===== src/rtl/bf_io_pkg.sv =====
// Shared types and defaults for the brainfuck core I/O controller.
package bf_io_pkg;

  typedef logic [7:0] byte_t;

  typedef enum logic [1:0] {
    R_IDLE,
    R_PULSE,
    R_RECOVER
  } rd_state_t;

  typedef enum logic [1:0] {
    W_IDLE,
    W_SETUP,
    W_STROBE,
    W_HOLD
  } wr_state_t;

  localparam int unsigned DEF_DEPTH     = 4;
  localparam int unsigned DEF_PULSE_LEN = 2;
  localparam int unsigned DEF_SETUP     = 1;

endpackage


===== src/rtl/bf_io_fifo.sv =====
// Synchronous byte FIFO with wrapping pointers and an occupancy count.
module bf_io_fifo
  import bf_io_pkg::*;
#(
  parameter int unsigned DEPTH = DEF_DEPTH
) (
  input  logic  clk,
  input  logic  rst,
  input  logic  push_i,
  input  byte_t data_i,
  input  logic  pop_i,
  output logic  full_o,
  output logic  empty_o,
  output byte_t head_o
);

  localparam int unsigned AW = $clog2(DEPTH);
  localparam int unsigned CW = AW + 1;

  logic [AW-1:0] wptr_q, wptr_d;
  logic [AW-1:0] rptr_q, rptr_d;
  logic [CW-1:0] cnt_q, cnt_d;
  byte_t         mem_q [DEPTH];
  logic          do_push, do_pop;

  assign full_o  = (cnt_q == CW'(DEPTH));
  assign empty_o = (cnt_q == '0);
  assign head_o  = mem_q[rptr_q];

  // Full blocks a push even when a pop frees a slot this cycle.
  assign do_push = push_i && !full_o;
  assign do_pop  = pop_i && !empty_o;

  always_comb begin
    wptr_d = wptr_q;
    rptr_d = rptr_q;
    cnt_d  = cnt_q;
    if (do_push) wptr_d = wptr_q + 1'b1;
    if (do_pop)  rptr_d = rptr_q + 1'b1;
    unique case ({do_push, do_pop})
      2'b10:   cnt_d = cnt_q + 1'b1;
      2'b01:   cnt_d = cnt_q - 1'b1;
      default: cnt_d = cnt_q;
    endcase
  end

  always_ff @(posedge clk) begin
    if (rst) begin
      wptr_q <= '0;
      rptr_q <= '0;
      cnt_q  <= '0;
    end else begin
      wptr_q <= wptr_d;
      rptr_q <= rptr_d;
      cnt_q  <= cnt_d;
    end
  end

  always_ff @(posedge clk) begin
    if (do_push) mem_q[wptr_q] <= data_i;
  end

endmodule


===== src/rtl/bf_io_ctrl.sv =====
// Core-side I/O controller: strobed input reads, FIFO-buffered
// output writes with setup / strobe / hold phases.
module bf_io_ctrl
  import bf_io_pkg::*;
#(
  parameter int unsigned DEPTH     = DEF_DEPTH,
  parameter int unsigned PULSE_LEN = DEF_PULSE_LEN,
  parameter int unsigned SETUP     = DEF_SETUP
) (
  input  logic       clk,
  input  logic       rst,
  input  logic       rd_req,
  output logic       rd_ack,
  output logic [7:0] rd_data,
  input  logic       wr_valid,
  output logic       wr_ready,
  input  logic [7:0] wr_data,
  input  logic [7:0] in_byte,
  output logic       in_setready,
  output logic [7:0] out_byte,
  output logic       out_ready,
  output logic       busy
);

  localparam int unsigned CMAX =
    (PULSE_LEN > SETUP) ? PULSE_LEN : SETUP;
  localparam int unsigned CW = $clog2(CMAX + 1);
  localparam logic [CW-1:0] PL_LAST = CW'(PULSE_LEN - 1);
  localparam logic [CW-1:0] SU_LAST = CW'(SETUP - 1);

  rd_state_t     rd_state_q, rd_state_d;
  logic [CW-1:0] rd_cnt_q, rd_cnt_d;
  logic          rd_ack_q, rd_ack_d;
  byte_t         rd_data_q, rd_data_d;

  wr_state_t     wr_state_q, wr_state_d;
  logic [CW-1:0] wr_cnt_q, wr_cnt_d;
  byte_t         out_byte_q, out_byte_d;
  logic          busy_q, busy_d;

  logic  fifo_full, fifo_empty, fifo_push, fifo_pop;
  byte_t fifo_head;

  assign wr_ready  = !fifo_full && !rst;
  assign fifo_push = wr_valid && wr_ready;
  assign fifo_pop  = (wr_state_q == W_HOLD);

  bf_io_fifo #(
    .DEPTH(DEPTH)
  ) u_fifo (
    .clk    (clk),
    .rst    (rst),
    .push_i (fifo_push),
    .data_i (wr_data),
    .pop_i  (fifo_pop),
    .full_o (fifo_full),
    .empty_o(fifo_empty),
    .head_o (fifo_head)
  );

  // Byte is captured before the advance strobe moves the device head.
  always_comb begin
    rd_state_d = rd_state_q;
    rd_cnt_d   = rd_cnt_q;
    rd_ack_d   = 1'b0;
    rd_data_d  = rd_data_q;
    unique case (rd_state_q)
      R_IDLE: begin
        if (rd_req) begin
          rd_data_d  = in_byte;
          rd_ack_d   = 1'b1;
          rd_cnt_d   = '0;
          rd_state_d = R_PULSE;
        end
      end
      R_PULSE: begin
        if (rd_cnt_q == PL_LAST) rd_state_d = R_RECOVER;
        else                     rd_cnt_d   = rd_cnt_q + 1'b1;
      end
      R_RECOVER: rd_state_d = R_IDLE;
      default:   rd_state_d = R_IDLE;
    endcase
  end

  always_comb begin
    wr_state_d = wr_state_q;
    wr_cnt_d   = wr_cnt_q;
    out_byte_d = out_byte_q;
    unique case (wr_state_q)
      W_IDLE: begin
        if (!fifo_empty) begin
          out_byte_d = fifo_head;
          wr_cnt_d   = '0;
          wr_state_d = W_SETUP;
        end
      end
      W_SETUP: begin
        if (wr_cnt_q == SU_LAST) begin
          wr_cnt_d   = '0;
          wr_state_d = W_STROBE;
        end else begin
          wr_cnt_d = wr_cnt_q + 1'b1;
        end
      end
      W_STROBE: begin
        if (wr_cnt_q == PL_LAST) wr_state_d = W_HOLD;
        else                     wr_cnt_d   = wr_cnt_q + 1'b1;
      end
      W_HOLD:  wr_state_d = W_IDLE;
      default: wr_state_d = W_IDLE;
    endcase
  end

  assign busy_d = !fifo_empty
               || (rd_state_q != R_IDLE)
               || (wr_state_q != W_IDLE);

  always_ff @(posedge clk) begin
    if (rst) begin
      rd_state_q <= R_IDLE;
      rd_cnt_q   <= '0;
      rd_ack_q   <= 1'b0;
      rd_data_q  <= '0;
      wr_state_q <= W_IDLE;
      wr_cnt_q   <= '0;
      out_byte_q <= '0;
      busy_q     <= 1'b0;
    end else begin
      rd_state_q <= rd_state_d;
      rd_cnt_q   <= rd_cnt_d;
      rd_ack_q   <= rd_ack_d;
      rd_data_q  <= rd_data_d;
      wr_state_q <= wr_state_d;
      wr_cnt_q   <= wr_cnt_d;
      out_byte_q <= out_byte_d;
      busy_q     <= busy_d;
    end
  end

  assign rd_ack      = rd_ack_q;
  assign rd_data     = rd_data_q;
  assign in_setready = (rd_state_q == R_PULSE);
  assign out_byte    = out_byte_q;
  assign out_ready   = (wr_state_q == W_STROBE);
  assign busy        = busy_q;

endmodule


===== config.mk =====
export PLATFORM = sky130hd
export DESIGN_NAME = bf_io_ctrl
export DESIGN_NICKNAME = d
export VERILOG_FILES = /design/src/rtl/bf_io_pkg.sv /design/src/rtl/bf_io_fifo.sv /design/src/rtl/bf_io_ctrl.sv
export SDC_FILE = /design/constraint.sdc
export NUM_CORES = 1
export LEC_CHECK = 0
export ABC_CLOCK_PERIOD_IN_PS = 3500
export CAP_MARGIN = 0
export CORE_MARGIN = 4
export CORE_UTILIZATION = 40
export CTS_BUF_LIST = sky130_fd_sc_hd__clkbuf_4
export DETAILED_ROUTE_END_ITERATION = 8
export GPL_TIMING_DRIVEN = 0
export HOLD_SLACK_MARGIN = 0.12
export PLACE_DENSITY = 0.62
export SYNTH_ARGS = -nofsm -noshare
export SYNTH_HDL_FRONTEND = slang
export SYNTH_SLANG_ARGS = --single-unit

===== constraint.sdc =====
create_clock -name clk -period 3.5 [get_ports clk]
set_input_delay 0.875 -clock clk [delete_from_list [all_inputs] [get_ports clk]]
set_output_delay 0.875 -clock clk [all_outputs]
set_load 0.05 [all_outputs]

# ---- Word-level counts from Yosys, hierarchy flattened
# Memories as Yosys holds them, arrays and structs flattened. A register that Yosys moved wholly into a read port is not among the register bits.
# Index checks and enable logic that the tools add are counted.
dict set report op_classes {
  n_addsub 6
  eq_ne 16
  mux 18
  n_bitwise 2
  n_reduce_logical 25
}
# op count
set op_table {}
lappend op_table {{2-to-1 mux 2 bit} 10}
lappend op_table {{== test 2 x 1 -> 1 bit (second input constant)} 5}
lappend op_table {{inequality test 2 bit (second input constant)} 5}
lappend op_table {{AND reduction 3 bit} 3}
lappend op_table {{adder 2 x 1 -> 2 bit (second input constant)} 4}
lappend op_table {{case mux 2 bit (2 select lines)} 2}
lappend op_table {{case mux 2 bit (4 select lines)} 1}
lappend op_table {{nonzero test 2 bit} 4}
lappend op_table {{== test 2 bit (second input constant)} 3}
lappend op_table {{logical NOT 2 bit} 3}
lappend op_table {{case mux 2 bit (3 select lines)} 1}
lappend op_table {{case mux 3 bit (2 select lines)} 1}
lappend op_table {{AND reduction 2 bit} 3}
lappend op_table {{logical AND 1 bit} 4}
lappend op_table {{inequality test 2 x 1 -> 1 bit (second input constant)} 2}
lappend op_table {{adder 3 x 1 -> 3 bit (second input constant)} 1}
lappend op_table {{== test 3 bit (second input constant)} 1}
lappend op_table {{logical NOT 1 bit} 3}
lappend op_table {{logical NOT 3 bit} 1}
lappend op_table {{2-to-1 mux 1 bit} 3}
lappend op_table {{nonzero test 3 bit} 1}
lappend op_table {{subtractor 3 x 1 -> 3 bit (second input constant)} 1}
lappend op_table {{logical OR 1 bit} 2}
lappend op_table {{inverter 1 bit} 2}
lappend op_table {{OR reduction 2 bit} 1}
dict set report word_totals {
  register_bits 25
  mem_bits_rw 32
  inputBits 20
  word_cells 78
  n_memories 1
}
# name depth word_bits rd rd_ports_with_merged_regs wr line
set mem_list {}
lappend mem_list {u_fifo.mem_q 4 8 1 1 1 bf_io_fifo.sv:23} ;# byte_t mem_q [DEPTH];

# ---- Logic depth before layout (Yosys ltp)
# Gate-level depths: netlist (run 1).
dict set report logic_depth {
  word_depth 7
  ltp_mapped 9
}

# ---- By module
# A second synthesis (run 1) with hierarchy kept.
dict set report hier_totals {
  cells_unflattened 217
  hier_area_um2 2773.9
}
# module instances cells_each area_each_um2
set modules_own_cells {}
lappend modules_own_cells {bf_io_fifo 1 96 1635.3}
lappend modules_own_cells {bf_io_ctrl 1 121 1138.6}

# ---- Worst setup path before layout (run 1)
# OpenSTA, ideal clock, no wires.
dict set report synth_path {
  kind {input -> output}
  startpoint {input port rst}
  endpoint {output port wr_ready}
  arrival_ns 2.080
  path_slack_ns 0.545
  cell_stages 4
  cell_sequence {clkbuf_1 > buf_2 > buf_2 > nor2_1}
}
dict set report synth_between {
  elab_chain_cells 2
}
# item line
set synth_rtl {}
lappend synth_rtl {{start: declaration} bf_io_ctrl.sv:11} ;# input logic rst,
lappend synth_rtl {{logical NOT 1 bit} bf_io_ctrl.sv:44} ;# assign wr_ready = !fifo_full && !rst;
lappend synth_rtl {{logical AND 1 bit} bf_io_ctrl.sv:44}
lappend synth_rtl {{end: declaration} bf_io_ctrl.sv:16} ;# output logic wr_ready,
# Every way passes these cells.

# ---- Worst setup path after layout (run 1)
# Ends and elaborated chain as after synthesis.

==> run_results.csv, run 1 <==
group,metric,value,unit
run_status,outcome,"completed",
synth,netlist_instances,204,
synth,ys_types,38,
timing,slew_headroom,42.4,%
synth,syn_area_per_cell,13.1,um2
grt,grt_max_degree,14,
timing,period_needed,3.06,ns
finish,num_antenna_cells,0,
pwr,p_total,1.85,mW
grt,grt_use_total,12.9,%
timing,final_max_slew_viol_count,0,
setup_path,rr_worst_depth,9,
detailed_routing,via_per_inst,4.93,
clocking,clock_tree.buffer_depth,2,
clocking,postCtsHoldBufs,0,
synth,synth_area_leader_cell,"edfxtp_1",
setup_path,path_class,"in2out",
detailed_routing,dr.pass1.iters,5,
synth,ys_ff_latch,65,
clocking,clock_latency,0.41,ns
detailed_routing,wl_per_cell,13.9,um
detailed_routing,drtIter0Drc,81,
grt,grt_pass1_wl,8070,um
detailed_routing,routed_wl,4660,um
synth,synth_area,0.00268,mm2
setup_path,rr_endpoint,"u_fifo.cnt_q[2]",
clocking,htreeDepth,3,
grt,grt_pass1_vias,1646,
synth,seq_area_frac_synth,60.5,%
timing,fin_skew,0.0124,ns
finish,areaGrowthSynthToFinish,24.6,%
detailed_routing,vias,1657,
synth,synth_edf_count,32,
setup_path,r2r_slack,1.23,ns
setup_path,critPathMaxFanout,10,
floorplanning,die_h,89.8,um
detailed_routing,detail-route-antenna-nets,0,
clocking,cts.sinks,65,
clocking,root_buffer,"clkbuf_4",
clocking,cts_tree,"built",
placed_design,place.gp.congestion,0.753,
pwr,powerDensity,555,mW/mm2
finish,final.fill_count,571,
pwr,leakagePower,1.22,nW
clocking,postCtsSetupBuffers,0,
placed_design,portBuffers,39,
synth,synth.top_cell.area_share,35.9,%
finish,drive_above_1_share,14.3,%
floorplanning,dieArea,0.00807,mm2
setup_path,worst_ep_arrival_time,2.18,ns
run,maxCapViolCount,0,
floorplanning,num_rows,29,
pwr,peakVddDrop,0.253,mV
hold_path,hp-class,"reg2reg",
detailed_routing,drc,0,
timing,setup_tns,0,ns
timing,period_share,87.4,%
timing,max_freq,327,MHz
timing,worst_slew_pin_slew,0.863,ns
floorplanning,core,0.00642,mm2
finish,nets,289,
timing,rsz0062_at_grt,"no",
setup_path,crit_path_end,"wr_ready",
setup_path,required,2.62,ns
setup_path,crit_path_start,"rst",
synth,yosysWarningCount,0,
timing,setup_violations,0,
clocking,path_clk_slew,0.11,ns
synth,synth_area_leaders,"edfxtp_1 36%, dfxtp_1 25%, mux4_2 6.7%, ha_1 6.5%, nand2_1 2.8%",
setup_path,critPathLaunchType,"input port",
clocking,ctsResizeCount,0,
finish,utilization,52.0,%
grt,overflow,0,
synth,async_flop_share,0,%
floorplanning,die_width,89.8,um
setup_path,reg2reg_from,"u_fifo.cnt_q[2]",
synth,synthFlopType,"dfxtp_1",
synth,synth_nets,239,
timing,hold_viol,0,
clocking,cts_buffers,9,
setup_path,cp-end-kind,"output port",
grt,antenna_found_initial,0,
floorplanning,start_util,41.7,%
placed_design,hpwl,3260,um
floorplanning,io_pins,41,
metal layers:
metal  GRT usage (%)  up-vias  routed length [um]
met4            5.36        0                  97
met3            5.34       10                 215
met1            15.4      786                2050
met5               0        -                   0
li1                -      832                   -
met2            20.7       29                2290
cell usage after synthesis, types with 2 or more instances:
library cell / instances
mux2_2: 3
xor2_1: 4
and2_1: 4
edfxtp_1: 32
buf_2: 3
a21oi_1: 13
nand2_1: 20
nor3b_1: 3
a31oi_1: 2
inv_1: 15
nor2_1: 13
ha_1: 14
o21ai_0: 2
clkbuf_1: 3
nand2b_1: 2
mux4_2: 8
a22o_1: 8
dfxtp_1: 33
mux2i_1: 3
worst max-delay path, stage by stage:
cell and delay [ns]:
clkbuf_1 0.35, buf_2 0.31, buf_2 0.26, nor2_1 0.07, dlymetal6s2s_1 0.32
per-stage QoR:
stage	instance area (um2)	hold slack (ns)	std cells	setup WS [ns]
6_report	3340	0.463	336	0.441
5_1_grt	3340	0.488	336	0.329
4_1_cts	3340	0.464	336	0.0243
3_5_place_dp	3170	0.448	320	0.0341
3_3_place_gp	3170	0.442	320	0.0184
2_1_floorplan	2680	0.456	204	0.545
state kept, by name, summed over array words and instances (netlist names):
register / count
rd_state_q: 2
u_fifo.mem_q: 32
rd_data: 8
wr_cnt_q: 2
rd_ack: 1
busy: 1
out_byte: 8
wr_state_q: 2
u_fifo.rptr_q: 2
rd_cnt_q: 2
u_fifo.wptr_q: 2
u_fifo.cnt_q: 3
where the power goes:
part | total [mW] | leakage (nW) | switching [mW] | internal (mW)
sequential | 0.881 | 0.560 | 0.0309 | 0.850
clock | 0.582 | 0.0871 | 0.285 | 0.297
combinational | 0.389 | 0.568 | 0.233 | 0.155
layout make-up:
| cell class | instances | area [um2] | share of cell area [%] |
|---|---|---|---|
| clock inverters | 7 | 103 | 3.07 |
| plain buffers | 7 | 37.5 | 1.12 |
| flip-flops and latches | 65 | 1620 | 48.6 |
| repair buffers | 39 | 393 | 11.8 |
| clock buffers | 9 | 67.6 | 2.02 |
| well taps | 77 | 96.3 | 2.89 |
| inverters | 15 | 56.3 | 1.69 |
| multi-input cells | 117 | 963 | 28.9 |
worst min-delay path by stage:
| stage | startpoint | to | cells after the start |
|---|---|---|---|
| global route | rd_data[0] | rd_data[0] | 2 |
| floorplan | rd_cnt_q[0] | rd_cnt_q[0] | 2 |
| global placement | rd_data[5] | rd_data[5] | 2 |
| CTS | rd_data[7] | rd_data[7] | 2 |
| finish | rd_data[4] | rd_data[4] | 2 |
| detailed placement | rd_data[7] | rd_data[7] | 2 |
cell usage in the layout (no fill, tap or decap), types with 2 or more instances in the layout:
cell	n
clkdlybuf4s50_1	38
dfxtp_1	33
edfxtp_1	32
nand2_1	20
inv_1	15
ha_1	14
nor2_1	13
a21oi_1	13
clkbuf_4	9
mux4_2	8
a22o_1	8
and2_1	4
xor2_1	4
clkbuf_1	3
nor3b_1	3
buf_2	3
mux2i_1	3
mux2_2	3
a31oi_1	2
nand2b_1	2
o21ai_0	2
clkinv_4	2
inv_6	2
bufinv_16	2
kinds of logic after synthesis:
| group | count (synthesis) | synth area share, % |
|---|---|---|
| adder cells (fa/ha/maj) | 15 | 7.29 |
| AO/OA/AOI/OAI | 30 | 7.80 |
| AND/OR/NAND/NOR | 54 | 10.5 |
| flip-flops | 65 | 60.5 |
| XOR/XNOR | 4 | 1.31 |
| buffers and inverters | 22 | 3.50 |
| multiplexers | 14 | 9.11 |
Note: power is estimated with default switching activity, not from simulation.
==> run 2: changes to the inputs <==
- CTS_BUF_LIST: sky130_fd_sc_hd__clkbuf_4 -> unset
==> run 2 against run 1 <==
Sequential share of layout area decreased by 0.81 points. Total power is 7.0% higher. Combinational power about the same. Final cell count stayed put. Die area unchanged. Clock-buffer cell count unchanged. Global-route usage is 0.087 points higher. Setup slack worse by 0.0038 ns. First-iteration DRC count rose by 1.2%. Hold slack worse by 0.0059 ns. Register-to-register slack hardly changed. Sequential power hardly changed. Largest power group unchanged.
==> run_results.csv, run 2 (synthesized netlist as in run 1, its figures left out) <==
group,metric,value,unit
run_status,outcome,"completed",
pwr,powerDensity,584,mW/mm2
timing,final_max_slew_viol_count,0,
placed_design,place_inst,320,
setup_path,cp-end-kind,"output port",
hold_path,hp-start,"rd_data[4]",
finish,finalInstanceArea,0.00339,mm2
setup_path,slowest_stage,"clkbuf_1",
detailed_routing,dr.pass1.iters,4,
finish,seq_area,0.00162,mm2
pwr,p_sw_share,28.7,%
pwr,p_total,1.98,mW
pwr,clockPowerShare,36.0,%
floorplanning,die_width,89.8,um
placed_design,placed_cell_area,0.00317,mm2
timing,setup_violations,0,
pwr,combPwrFrac,19.6,%
setup_path,path_class,"in2out",
grt,grtUsageMet2,21.1,%
grt,grt_pass1_wl,8200,um
timing,period_needed,3.06,ns
clocking,root_buffer,"clkbuf_8",
clocking,clock_latency,0.34,ns
setup_path,worst_ep_arrival_time,2.19,ns
clocking,path_clk_slew,0.07,ns
grt,overflow,0,
hold_path,hp-class,"reg2reg",
finish,nets,289,
pwr,switching_power,0.568,mW
floorplanning,die_h,89.8,um
grt,antenna_found_initial,0,
finish,final.fill_count,562,
setup_path,required,2.62,ns
finish,largest_register_ffs,32,
clocking,htreeDepth,3,
timing,worst_slew_pin_slew,0.854,ns
detailed_routing,routed_wl,4740,um
finish,final_cell_mix,"38 x clkdlybuf4s50_1, 33 x dfxtp_1, 32 x edfxtp_1, 20 x nand2_1, 15 x inv_1",
grt,grt_use_met1,15.6,%
timing,max_freq,326,MHz
floorplanning,core,0.00642,mm2
setup_path,rr_worst_depth,9,
pwr,cellInternalPower,1.41,mW
clocking,cts.sinks,65,
detailed_routing,detail-route-antenna-nets,0,
finish,utilization,52.9,%
finish,drive_above_1_share,14.3,%
hold_path,whs_endpoint,"rd_data[4]",
timing,hold_viol,0,
timing,fin_skew,0.00939,ns
placed_design,place.gp.congestion,0.753,
finish,multi_input_area,963,um2
finish,final_cells,336,
detailed_routing,drc,0,
setup_path,timing.critical_path.mode_cell,"buf_2",
floorplanning,dieArea,0.00807,mm2
grt,globalRoute.busiestLayer,"met2",
grt,gr-usage-met3,4.84,%
grt,grt_use_total,13.0,%
hold_path,worstHoldPathCells,2,
setup_path,path_cells,"clkbuf_1 > buf_2 > buf_2 > nor2_1 > dlymetal6s2s_1",
clocking,postCtsHoldBufs,0,
setup_path,critPathMaxFanout,10,
detailed_routing,wl_per_cell,14.1,um
timing,period_share,87.5,%
clocking,cts_buffers,9,
setup_path,r2r_slack,1.23,ns
pwr,peakVddDrop,0.193,mV
placed_design,hpwl,3260,um
grt,grt_pass1_vias,1667,
clocking,clock_tree.buffer_depth,2,
finish,num_antenna_cells,0,
floorplanning,start_util,41.7,%
finish,layout_commonest_cell,"clkdlybuf4s50_1",
floorplanning,num_rows,29,
setup_path,rr_endpoint,"u_fifo.cnt_q[2]",
finish,regMostFlops,"u_fifo.mem_q",
finish,areaGrowthSynthToFinish,26.7,%
placed_design,portBuffers,39,
pwr,leakagePower,1.24,nW
detailed_routing,drtIter0Drc,82,
detailed_routing,via_per_inst,4.95,
timing,slew_headroom,43.0,%
detailed_routing,vias,1663,
setup_path,reg2reg_from,"u_fifo.cnt_q[2]",
timing,setup_tns,0,ns
run,maxCapViolCount,0,
timing,hold_ws,0.458,ns
floorplanning,io_pins,41,
pwr,seq_power_share,44.4,%
placed_design,dp_slack,0.0341,ns
grt,grt_max_degree,14,
clocking,cts_tree,"built",
setup_path,critPathLaunchType,"input port",
timing,worst_slack,0.437,ns
timing,rsz0062_at_grt,"no",
setup_path,slowest_delay,0.36,ns
run 2: changes by cell type in the layout (fill, tap and decap cells not counted):
cell,delta
clkbuf_8,+9
clkbuf_4,-9
run 2: worst max path at each step:
stage | from | end | slack (ns) | cells after the start
after global routing | rst | wr_ready | 0.33 | 5
after floorplan | rst | wr_ready | 0.54 | 4
after CTS | rst | wr_ready | 0.02 | 5
after global placement | rst | wr_ready | 0.02 | 5
final | rst | wr_ready | 0.44 | 5
after detailed placement | rst | wr_ready | 0.03 | 5
run 2: layer usage:
metal  vias to the layer above  wire (um)
met1                       775       2010
met4                         0         82
li1                        831          -
met3                         9        315
met5                         -          0
met2                        48       2330
run 2: final cells by class:
class	count	area share [%]
repair buffers	39	11.6
multi-input cells	117	28.4
well taps	77	2.84
plain buffers	7	1.11
inverters	15	1.66
clock buffers	9	3.65
flip-flops and latches	65	47.8
clock inverters	7	3.02
run 2: worst max-delay path: cells and delay by family:
family	cells	cell delay (ns)
buffers and inverters	4	1.23
and+or+nand+nor	1	0.07
run 2: power by group through the flow:
stage	registers (mW)	logic, mW	clock network, mW
3_3_place_gp	0.898	0.388	0
6_report	0.881	0.389	0.713
4_1_cts	0.882	0.393	0.735
5_1_grt	0.889	0.422	0.769
3_5_place_dp	0.899	0.392	0
2_1_floorplan	0.970	0.196	0
run 2: timing repair:
action | 4_1_cts | 5_1_grt
setup buffers | 0 | 0
resized for setup | 0 | 1
endpoints found under the setup margin | 0 | 1
==> run 3: changes to the inputs <==
- PLACE_DENSITY: 0.62 -> 0.67
==> run 3 against run 2 <==
Clock power is 3% lower. Sequential share of layout area increased by 0.11 points. Clock skew shrank 0.0015 ns. Sequential power barely moved. First-iteration DRC count fell by 38%. Register-to-register slack worse by 0.03 ns. Die area unchanged. Setup slack lost 0.25 ns. Final area decreased by 0.22%. Critical path depth unchanged. Wire length up 2.3%. Global-route usage is 0.34 points lower.
==> run_results.csv, run 3 (synthesized netlist as in run 1, its figures left out) <==
group,metric,value,unit
run_status,outcome,"completed",
pwr,leakagePower,1.23,nW
finish,areaGrowthSynthToFinish,26.4,%
pwr,peakVddDrop,0.215,mV
timing,period_share,94.6,%
setup_path,critPathMaxFanout,10,
finish,largest_register_ffs,32,
grt,overflow,0,
grt,grt_pass1_wl,8110,um
floorplanning,dieArea,0.00807,mm2
detailed_routing,drc,0,
detailed_routing,detail-route-antenna-nets,0,
clocking,postCtsSetupBuffers,0,
run,maxCapViolCount,0,
setup_path,path_class,"in2out",
clocking,cts_buffers,9,
detailed_routing,vias,1682,
finish,layout_commonest_cell,"clkdlybuf4s50_1",
setup_path,crit_path_start,"rst",
clocking,cts_tree,"built",
finish,num_antenna_cells,0,
timing,final_max_slew_viol_count,0,
finish,final.fill_count,562,
setup_path,timing.critical_path.mode_cell,"buf_2",
clocking,cts.sinks,65,
clocking,path_clk_slew,0.08,ns
timing,setup_violations,0,
setup_path,cp-end-kind,"output port",
finish,regMostFlops,"u_fifo.mem_q",
finish,drive_above_1_share,14.7,%
setup_path,path_cells,"clkbuf_2 > buf_2 > buf_2 > nor2_1 > clkdlybuf4s50_1",
clocking,htreeDepth,3,
placed_design,place.gp.congestion,0.820,
setup_path,worst_ep_arrival_time,2.44,ns
timing,slew_headroom,41.8,%
clocking,postCtsHoldBufs,0,
setup_path,slowest_delay,0.81,ns
detailed_routing,via_per_inst,5.01,
setup_path,rr_worst_depth,9,
detailed_routing,wl_per_cell,14.4,um
floorplanning,num_rows,29,
placed_design,hpwl,3300,um
timing,fin_skew,0.00792,ns
finish,final_cell_mix,"39 x clkdlybuf4s50_1, 33 x dfxtp_1, 32 x edfxtp_1, 20 x nand2_1, 15 x inv_1",
setup_path,slowest_stage,"clkdlybuf4s50_1",
floorplanning,io_pins,41,
finish,nets,289,
detailed_routing,drtIter0Drc,51,
timing,max_freq,302,MHz
timing,rsz0062_at_grt,"no",
floorplanning,die_h,89.8,um
placed_design,place_inst,320,
finish,final_cells,336,
floorplanning,die_width,89.8,um
timing,worst_slew_pin_slew,0.871,ns
pwr,powerDensity,579,mW/mm2
clocking,clock_latency,0.34,ns
grt,grt_max_degree,14,
hold_path,worstHoldPathCells,2,
grt,grt_pass1_vias,1678,
grt,grt_use_total,12.7,%
detailed_routing,routed_wl,4850,um
setup_path,reg2reg_from,"u_fifo.cnt_q[2]",
hold_path,hp-class,"reg2reg",
setup_path,critPathLaunchType,"input port",
timing,hold_ws,0.454,ns
detailed_routing,dr.pass1.iters,4,
clocking,root_buffer,"clkbuf_8",
floorplanning,core,0.00642,mm2
timing,period_needed,3.31,ns
setup_path,required,2.62,ns
timing,hold_viol,0,
grt,antenna_found_initial,0,
clocking,clock_tree.buffer_depth,2,
placed_design,portBuffers,39,
hold_path,hp-start,"rd_data[6]",
floorplanning,start_util,41.7,%
-- run 3: changes by cell type in the layout (fill, tap and decap cells not counted), sizes merged --
| cell | change |
|---|---|
| bufinv | -1 |
| inv | +1 |
| dlymetal6s2s | -1 |
| clkinv | -2 |
| clkbuf | +1 |
| clkdlybuf4s50 | +1 |
| clkinvlp | +1 |
-- run 3: worst max-delay path: cells and delay by family --
family,cells,cell delay [ns]
buffers and inverters,4,1.41
and+or+nand+nor,1,0.13
-- run 3: what timing repair did --
item,in CTS,in global routing
hold endpoints to repair,0,0
setup endpoints to repair,1,0
gates resized for setup,1,0
-- run 3: power by group --
| part | leakage, nW | switching (mW) | internal, mW | total (mW) |
|---|---|---|---|---|
| Sequential | 0.560 | 0.0319 | 0.850 | 0.882 |
| Combinational | 0.562 | 0.231 | 0.155 | 0.386 |
| Clock | 0.105 | 0.313 | 0.379 | 0.693 |
| Total | 1.23 | 0.576 | 1.38 | 1.96 |
-- run 3: path summary, 6_finish.rpt --
check	to	slack (ns)
setup / recovery	wr_ready	0.19
hold / removal	rd_data[6]	0.45
hold reg to reg	rd_data[6]	0.45
setup reg to reg	u_fifo.cnt_q[2]	1.20
-- run 3: per-stage QoR --
step	util (%)	cell area, um2	setup WS, ns	TNS, ns	power [mW]
2_1_floorplan	-	2680	0.545	0	1.17
3_3_place_gp	49.3	3170	-0.00759	-0.00759	1.28
3_5_place_dp	49.3	3170	-0.0128	-0.0128	1.29
4_1_cts	52.7	3390	0.170	0	1.98
5_1_grt	52.7	3390	0.105	0	2.05
6_report	52.7	3390	0.188	0	1.96
-- run 3: final cells by class --
type	instances	area (um2)	share of cell area, %
Buffer	7	38.8	1.15
Multi-Input combinational cell	117	963	28.4
Sequential cell	65	1620	47.9
Clock inverter	6	71.3	2.11
Inverter	15	56.3	1.66
Clock buffer	10	149	4.40
Timing Repair Buffer	39	390	11.5
Tap cell	77	96.3	2.84
-- run 3: per-layer routing --
layer / global-route usage [%] / vias up / share of wire, %
li1: - / 832 / -
met1: 16.1 / 807 / 47
met2: 20.1 / 36 / 47
met3: 3.92 / 7 / 3.7
met4: 5.36 / 0 / 1.5
met5: 0 / - / 0
